$ cat src/rtl/alsu_result_pkg.sv
// Shared types and constants for the ALSU result stage.
// Holds the opcode space and the per-entry tag record.
package alsu_result_pkg;

    localparam int OP_W        = 6;
    localparam int NUM_OPS_DEF = 40;
    localparam int CNT_W       = 8;

    // Entry = {result, tag}; the result width is set per instance.
    typedef struct packed {
        logic            carry;
        logic            zero;
        logic [OP_W-1:0] opcode;
    } tag_t;

    localparam int TAG_W = $bits(tag_t);

    function automatic tag_t make_tag(
        input logic            carry,
        input logic            zero,
        input logic [OP_W-1:0] opcode
    );
        tag_t t;
        t.carry  = carry;
        t.zero   = zero;
        t.opcode = opcode;
        return t;
    endfunction

endpackage

$ cat src/rtl/alsu_result_fifo.sv
// Entry storage for the result stage: pointers, occupancy, entry array.
// Depth is a power of two, so pointers wrap by plain overflow.
module alsu_result_fifo #(
    parameter int W     = 12,
    parameter int DEPTH = 2
) (
    input  logic         clk,
    input  logic         rst_n,
    input  logic         push,
    input  logic         pop,
    input  logic [W-1:0] wdata,
    output logic [W-1:0] rdata,
    output logic         empty,
    output logic         full
);

    localparam int PW = (DEPTH == 4) ? 2 : 1;

    logic [W-1:0]  mem [DEPTH];
    logic [PW-1:0] wptr;
    logic [PW-1:0] rptr;
    logic [PW:0]   count;

    always_ff @(posedge clk or negedge rst_n) begin
        if (!rst_n) begin
            wptr  <= '0;
            rptr  <= '0;
            count <= '0;
        end else begin
            if (push) wptr <= wptr + PW'(1);
            if (pop)  rptr <= rptr + PW'(1);
            unique case ({push, pop})
                2'b10:   count <= count + (PW+1)'(1);
                2'b01:   count <= count - (PW+1)'(1);
                default: count <= count;
            endcase
        end
    end

    // Payload needs no reset; validity is carried by count alone.
    always_ff @(posedge clk) begin
        if (push) mem[wptr] <= wdata;
    end

    assign rdata = mem[rptr];
    assign empty = (count == '0);
    assign full  = (count == (PW+1)'(DEPTH));

endmodule

$ cat src/rtl/alsu_result_stage.sv
// ALSU result stage: flags, opcode check and result counting
// in front of a small FIFO with a valid/ready handshake on both sides.
module alsu_result_stage
    import alsu_result_pkg::*;
#(
    parameter int DATA_W  = 4,
    parameter int DEPTH   = 2,
    parameter int NUM_OPS = NUM_OPS_DEF
) (
    input  logic              clk,
    input  logic              rst_n,
    input  logic [DATA_W-1:0] result,
    input  logic              carry_in,
    input  logic [OP_W-1:0]   op_code,
    input  logic              in_valid,
    output logic              in_ready,
    output logic [DATA_W-1:0] out,
    output logic              carry_flag,
    output logic              zero_flag,
    output logic [OP_W-1:0]   op_tag,
    output logic              out_valid,
    input  logic              out_ready,
    output logic              op_err,
    output logic [CNT_W-1:0]  result_cnt
);

    localparam int W = DATA_W + TAG_W;

    logic         accept;
    logic         legal;
    logic         store;
    logic         pop;
    logic         empty;
    logic         full;
    logic [W-1:0] wdata;
    logic [W-1:0] rdata;
    tag_t         head_tag;

    assign legal  = (int'(op_code) < NUM_OPS);
    assign in_ready = !full || out_ready;
    assign accept = in_valid && in_ready;
    assign store  = accept && legal;
    assign pop    = out_valid && out_ready;
    assign wdata  = {result,
                     make_tag(carry_in, (result == '0), op_code)};

    alsu_result_fifo #(
        .W     (W),
        .DEPTH (DEPTH)
    ) u_fifo (
        .clk   (clk),
        .rst_n (rst_n),
        .push  (store),
        .pop   (pop),
        .wdata (wdata),
        .rdata (rdata),
        .empty (empty),
        .full  (full)
    );

    // Head fields are gated so an empty buffer shows all zeros.
    assign out_valid  = !empty;
    assign head_tag   = out_valid ? tag_t'(rdata[TAG_W-1:0]) : '0;
    assign out        = out_valid ? rdata[W-1:TAG_W] : '0;
    assign carry_flag = head_tag.carry;
    assign zero_flag  = head_tag.zero;
    assign op_tag     = head_tag.opcode;

    always_ff @(posedge clk or negedge rst_n) begin
        if (!rst_n) begin
            op_err     <= 1'b0;
            result_cnt <= '0;
        end else begin
            if (accept && !legal) op_err <= 1'b1;
            if (store && result_cnt != '1)
                result_cnt <= result_cnt + CNT_W'(1);
        end
    end

endmodule

$ cat config.mk
export PLATFORM = sky130hd
export DESIGN_NAME = alsu_result_stage
export DESIGN_NICKNAME = d
export VERILOG_FILES = /design/src/rtl/alsu_result_pkg.sv /design/src/rtl/alsu_result_fifo.sv /design/src/rtl/alsu_result_stage.sv
export SDC_FILE = /design/constraint.sdc
export NUM_CORES = 1
export LEC_CHECK = 0
export BUFFER_PORTS_ARGS = -buffer_cell sky130_fd_sc_hd__buf_4
export CAP_MARGIN = 0
export CORE_MARGIN = 2
export CORE_UTILIZATION = 40
export CTS_BUF_LIST = sky130_fd_sc_hd__clkbuf_16
export CTS_CLUSTER_DIAMETER = 60
export DETAILED_ROUTE_END_ITERATION = 10
export SYNTH_ARGS = -nofsm -noshare
export SYNTH_HDL_FRONTEND = slang
export SYNTH_SLANG_ARGS = --single-unit
$ cat constraint.sdc
create_clock -name clk -period 2 [get_ports clk]
set_input_delay 0.2 -clock clk [delete_from_list [all_inputs] [get_ports clk]]
set_output_delay 0.2 -clock clk [all_outputs]
set_load 0.02 [all_outputs]
==> flow_summary.yaml, run 1 <==
run_status:
  status: "finished, final reports clean"
yosys:
  synth_edf_count: 24
  synth_top_area_share_pct: 45.71
  synth.avg_cell_area_sq_um: 14.08
  synth_nets: 129
  synth_most_common_cell: "edfxtp_1"
  synth_cell_type_count: 25
  ys_seq_area_share_pct: 66.35
  ys_ff_latch: 37
  synth_flop_cell: "edfxtp_1"
  synth_top_area_cell: "edfxtp_1"
  syn_inst: 112
  synth_area_sq_mm: 0.001577
  yosysWarnings: 0
  synthArstFlopShare_pct: 35.14
  ys_top_cells_by_area: "edfxtp_1 46%, dfrtp_1 21%, mux2i_1 8.9%, nor2_1 4.8%, xor2_1 3.3%"
  ys_top_cells_by_count: "24 x edfxtp_1, 20 x nor2_1, 14 x mux2i_1"
timing:
  clock.fmax_mhz: 520.4
  period_needed_ns: 1.922
  relSlewSlack_pct: 31.51
  setup_viol: 0
  hold_slack_ns: 0.1195
  rsz0062_at_grt: "true"
  fin_ws_ns: 0.07845
  timing.final.crit_share_pct: 96.08
  finalHoldViolations: 0
  slew_viol_final: 0
  skew_ns: 0.002598
  worstMarginPinSlew_ns: 1.024
  setup_tns_ns: 0
clock_network:
  numCtsBuffers: 5
  postCtsSetupRepairBufs: 0
  clockRootBuffer: "clkbuf_16"
  clk_pin_slew_ns: 0.05
  insertion_delay_ns: 0.27
  htreeDepth: 2
  clock_sinks: 37
  cts_tree: "built"
  clockBufferDepth: 2
floorplan:
  die_x_um: 66.78
  num_rows: 22
  fp.dieH_um: 66.78
  fp.dieArea_sq_mm: 0.004460
  io_pins: 38
  design.core.area_sq_mm: 0.003716
  initial_utilization_pct: 42.42
global_route:
  gr-total-overflow: 0
  grt_pass1_vias: 946
  grt_pass1_wl_um: 4478
  grt_max_degree: 14
  antenna_found_initial: 0
  track_usage_pct: 13.80
placement:
  place.port_buffers: 37
  dp_slack_ns: 0.06456
  hpwl_um: 2010
  placed_area_sq_mm: 0.001928
  routabilityCongestion: 0.7053
layout:
  n_antenna_cell: 0
  final_nets: 175
  regArea_sq_mm: 0.001046
  post-route-util_pct: 56.53
  syn_to_final_growth_pct: 33.25
  post-route-cell-area_sq_mm: 0.002101
  layout-drive-gt1-share_pct: 33.33
  multi_input_area_sq_um: 495.5
  n_fill_cell: 325
routing:
  drc: 0
  drtAntennaViolNets: 0
  wl_um: 2749
  drtPass1Iterations: 4
  via_per_inst: 4.870
  vias: 1008
  drtIter0Drc: 46
  routedWlPerCell_um: 13.28
min_path:
  hold_path.class: "in -> reg"
pwr:
  vdd_drop_max_v: 0.0006362
  power_density_mw_per_mm2: 1559
  leakage_nw: 0.8993
critical_path:
  cp-end-kind: "flop"
  worstSetupStartpointType: "flop"
  required_ns: 1.89
  cp.arrival_ns: 1.81
  cp_max_fo: 12
  path_class: "reg -> reg"
job:
  maxCapViolations: 0
## path summary, 6_finish.rpt
path | startpoint | to | slack, ns | cells after the start
min reg2reg | op_err | op_err | 0.48 | 1
max in group asynchronous | rst_n | u_fifo.rptr | 1.53 | 2
max | u_fifo.count[1] | u_fifo.mem[1][11] | 0.08 | 3
min | carry_in | u_fifo.mem[0][7] | 0.12 | 1
max reg2reg | u_fifo.count[1] | u_fifo.mem[1][11] | 0.08 | 3
min in group asynchronous | rst_n | result_cnt[7] | 0.31 | 2
## logic make-up (layout without fill, tap and decap cells)
logic type | Yosys count | after routing | share of synthesized area (%)
xor gates and xnor gates | 9 | 9 | 5.000
buffers and inverters | 7 | 54 | 2.222
AOI/OAI and AO/OA | 4 | 4 | 2.460
DFF | 37 | 37 | 66.35
adders and majority gates | 2 | 2 | 1.587
muxes | 15 | 15 | 9.841
and+or+nand+nor | 38 | 38 | 12.54
## critical path: stages (launching register included)
cell and delay, ns:
dfrtp_1 0.40, or3b_1 0.25, nand3_4 0.10, nor2_1 0.78
## cells in the final DEF (no fill, tap or decap), drive strengths merged
cell / n
nor2: 21
o21ai: 1
or3b: 1
bufinv: 1
xor2: 6
a21boi: 1
mux2i: 14
nand4: 3
nor3: 4
clkinv: 1
xnor2: 3
inv: 4
nand2: 3
nor2b: 1
clkbuf: 5
nand3: 3
edfxtp: 24
nor4: 2
dfrtp: 13
buf: 42
ha: 2
dlygate4sd3: 1
o21bai: 2
mux2: 1
## stage by stage
step,std cells,power [W]
after detailed placement,198,0.002474
after global placement,198,0.002449
after CTS,207,0.003312
after floorplan,112,0.001945
after global routing,207,0.003473
final,207,0.003275
## per-layer routing
layer	share of wire (%)	up-vias	global-route usage, %
met5	0	-	0
met4	1.3	0	5.357
met3	5.5	4	3.716
met2	52	26	23.25
met1	42	490	16.82
li1	-	488	-
## report_power, final
group	internal [W]	switching (W)
clock	0.000577	0.000250
combinational	0.000577	0.000712
sequential	0.00101	0.000144
## layout make-up
type / instances / area share, %
clock buffer: 5 / 5.956
clock inverter: 3 / 1.787
inverter: 3 / 0.5360
multi-input combinational: 68 / 23.59
sequential: 37 / 49.79
tap: 48 / 2.859
timing repair buffer: 43 / 15.49
## sequential cells by signal (all words and copies together), names as in the netlist
register and count:
u_fifo.rptr 1, op_err 1, u_fifo.mem 24, u_fifo.wptr 1, u_fifo.count 2, result_cnt 8
## timing repair
| item | 4_1_cts | 5_1_grt |
|---|---|---|
| gates resized for setup | 0 | 0 |
| hold endpoints to repair | 13 | 0 |
| hold buffers | 1 | 0 |
| setup endpoints to repair | 0 | 24 |
Note: power is estimated with default switching activity, not from simulation.
==> inputs of run 2 (changes only) <==
ABC_AREA = 1   (was default)
SKIP_CTS_REPAIR_TIMING = 1   (was default)
==> flow_summary.yaml, run 2 <==
yosys:
  ys_top_cells_by_count: "62 x nand2_1, 24 x edfxtp_1, 13 x a21oi_1, 13 x dfrtp_1, 10 x inv_1"
  ys_seq_area_share_pct: 63.43
  synth_top_area_cell: "edfxtp_1"
  synth_area_sq_mm: 0.001649
  synth_flop_cell: "edfxtp_1"
  synth_most_common_cell: "nand2_1"
  ys_ff_latch: 37
  synth_nets: 177
  syn_inst: 160
  synthArstFlopShare_pct: 35.14
  ys_top_cells_by_area: "edfxtp_1 44%, dfrtp_1 20%, nand2_1 14%, a21oi_1 3.9%, inv_1 2.3%"
  yosysWarnings: 0
  synth.avg_cell_area_sq_um: 10.31
  synth_edf_count: 24
  synth_cell_type_count: 21
  synth_top_area_share_pct: 43.70
placement:
  dp_slack_ns: 0.5065
  hpwl_um: 2270
  placed_area_sq_mm: 0.002004
  dp.cells: 248
  routabilityCongestion: 0.7577
  place.port_buffers: 37
global_route:
  track_usage_pct: 15.84
  gr-total-overflow: 0
  grt_pass1_vias: 1138
  grt_max_degree: 14
  antenna_found_initial: 0
  grt_pass1_wl_um: 5216
timing:
  worstMarginPinSlew_ns: 0.3781
  fin_ws_ns: 0.4074
  clock.fmax_mhz: 627.9
  finalHoldViolations: 0
  setup_tns_ns: 0
  period_needed_ns: 1.593
  relSlewSlack_pct: 74.56
  skew_ns: 0.004716
  timing.final.crit_share_pct: 79.63
  setup_viol: 0
  slew_viol_final: 0
  rsz0062_at_grt: "false"
critical_path:
  cp_slowest_cell: "dfrtp_1"
  path_class: "reg -> out"
  timing.rr.start: "u_fifo.count[0]"
  cp-end-kind: "output pin"
  cpPeakStageDelay_ns: 0.37
  cp_max_fo: 12
  worstSetupStartpointType: "flop"
  cp.arrival_ns: 1.39
  crit_chain: "inv_1 -> nand2_1 -> a21oi_1 -> buf_4"
  required_ns: 1.80
  crit_start: "u_fifo.rptr"
layout:
  final_cell_count_no_fill: 257
  final_nets: 223
  layout-drive-gt1-share_pct: 28.99
  largest_register_ff_count: 24
  layout_common_cells: "62 x nand2_1, 41 x buf_4, 24 x edfxtp_1"
  largestRegisters: "u_fifo.mem (24), result_cnt (8), u_fifo.count (2)"
  final_common_cell: "nand2_1"
  post-route-cell-area_sq_mm: 0.002157
  largest_register: "u_fifo.mem"
  n_antenna_cell: 0
  syn_to_final_growth_pct: 30.80
routing:
  via_per_inst: 4.658
  drtIter0Drc: 69
  routedWlPerCell_um: 12.60
  drtPass1Iterations: 4
  drtAntennaViolNets: 0
  wl_um: 3239
  vias: 1197
  drc: 0
floorplan:
  initial_utilization_pct: 41.52
  design.core.area_sq_mm: 0.003971
  die_x_um: 68.21
  fp.dieH_um: 68.21
  fp.dieArea_sq_mm: 0.004653
  io_pins: 38
  num_rows: 23
clock_network:
  numCtsBuffers: 5
  insertion_delay_ns: 0.28
  clock_sinks: 37
  clockRootBuffer: "clkbuf_16"
  clk_pin_slew_ns: 0.06
  clockBufferDepth: 2
  htreeDepth: 2
  cts_tree: "built"
pwr:
  vdd_drop_max_v: 0.0006809
  leakage_nw: 0.9589
  power_density_mw_per_mm2: 1427
run_status:
  status: "finished, final reports clean"
min_path:
  hold_path.class: "in -> reg"
  hp-start: "op_code[2]"
job:
  maxCapViolations: 0
[run 2: per-stage QoR]
step	hold WS, ns	utilization (%)	total power, W
6_report	0.1074	54.32	0.003077
5_1_grt	0.09944	54.32	0.003277
2_1_floorplan	-0.09559	-	0.001853
3_3_place_gp	0.05372	50.47	0.002335
4_1_cts	-0.2453	54.06	0.003116
3_5_place_dp	0.05538	50.47	0.002357
[run 2: kinds of logic (layout without fill, tap and decap cells)]
| family | Yosys count | in the layout | share of synthesized area (%) |
|---|---|---|---|
| xor+xnor | 7 | 7 | 3.718 |
| flops | 37 | 37 | 63.43 |
| compound gates | 18 | 18 | 5.842 |
| simple gates | 80 | 80 | 21.62 |
| fa+ha+maj | 2 | 2 | 1.517 |
| buf+inv | 16 | 63 | 3.869 |
[run 2: worst max-delay path: cells and delay by family, from the launching register on]
kind	cells	cell delay [ns]
AOI/OAI and AO/OA	1	0.18
and+or+nand+nor	1	0.09
DFF	1	0.37
buffers and inverters	2	0.46
[run 2: metal layers]
metal | share of wire, % | vias up | track usage, %
met2 | 49 | 26 | 26.70
met3 | 6.4 | 6 | 6.086
li1 | - | 611 | -
met4 | 2.2 | 0 | 7.500
met1 | 43 | 554 | 17.55
met5 | 0 | - | 0
[run 2: final timing paths]
| check | endpoint | cells past startpoint | slack [ns] |
|---|---|---|---|
| setup / recovery | op_tag[3] | 4 | 0.41 |
| hold / removal | u_fifo.mem[1][2] | 1 | 0.11 |
| setup reg to reg | u_fifo.count[1] | 7 | 0.53 |
| hold reg to reg | u_fifo.count[1] | 1 | 0.52 |
| max in group asynchronous | result_cnt[1] | 2 | 1.52 |
| min in group asynchronous | result_cnt[5] | 2 | 0.31 |
[run 2: cell type report]
cell class / instances / area, sq um
clock inverter: 3 / 17.52
timing repair buffer: 42 / 317.8
fill: 359 / 1814
clock buffer: 5 / 125.1
tap: 50 / 62.56
sequential: 37 / 1046
multi-input combinational: 107 / 539.3
inverter: 13 / 48.80
[run 2: power by group]
part | total (W) | internal [W] | switching, W
Clock | 0.000752 | 0.000456 | 0.000295
Sequential | 0.00111 | 0.000988 | 0.000119
Combinational | 0.00122 | 0.000491 | 0.000727
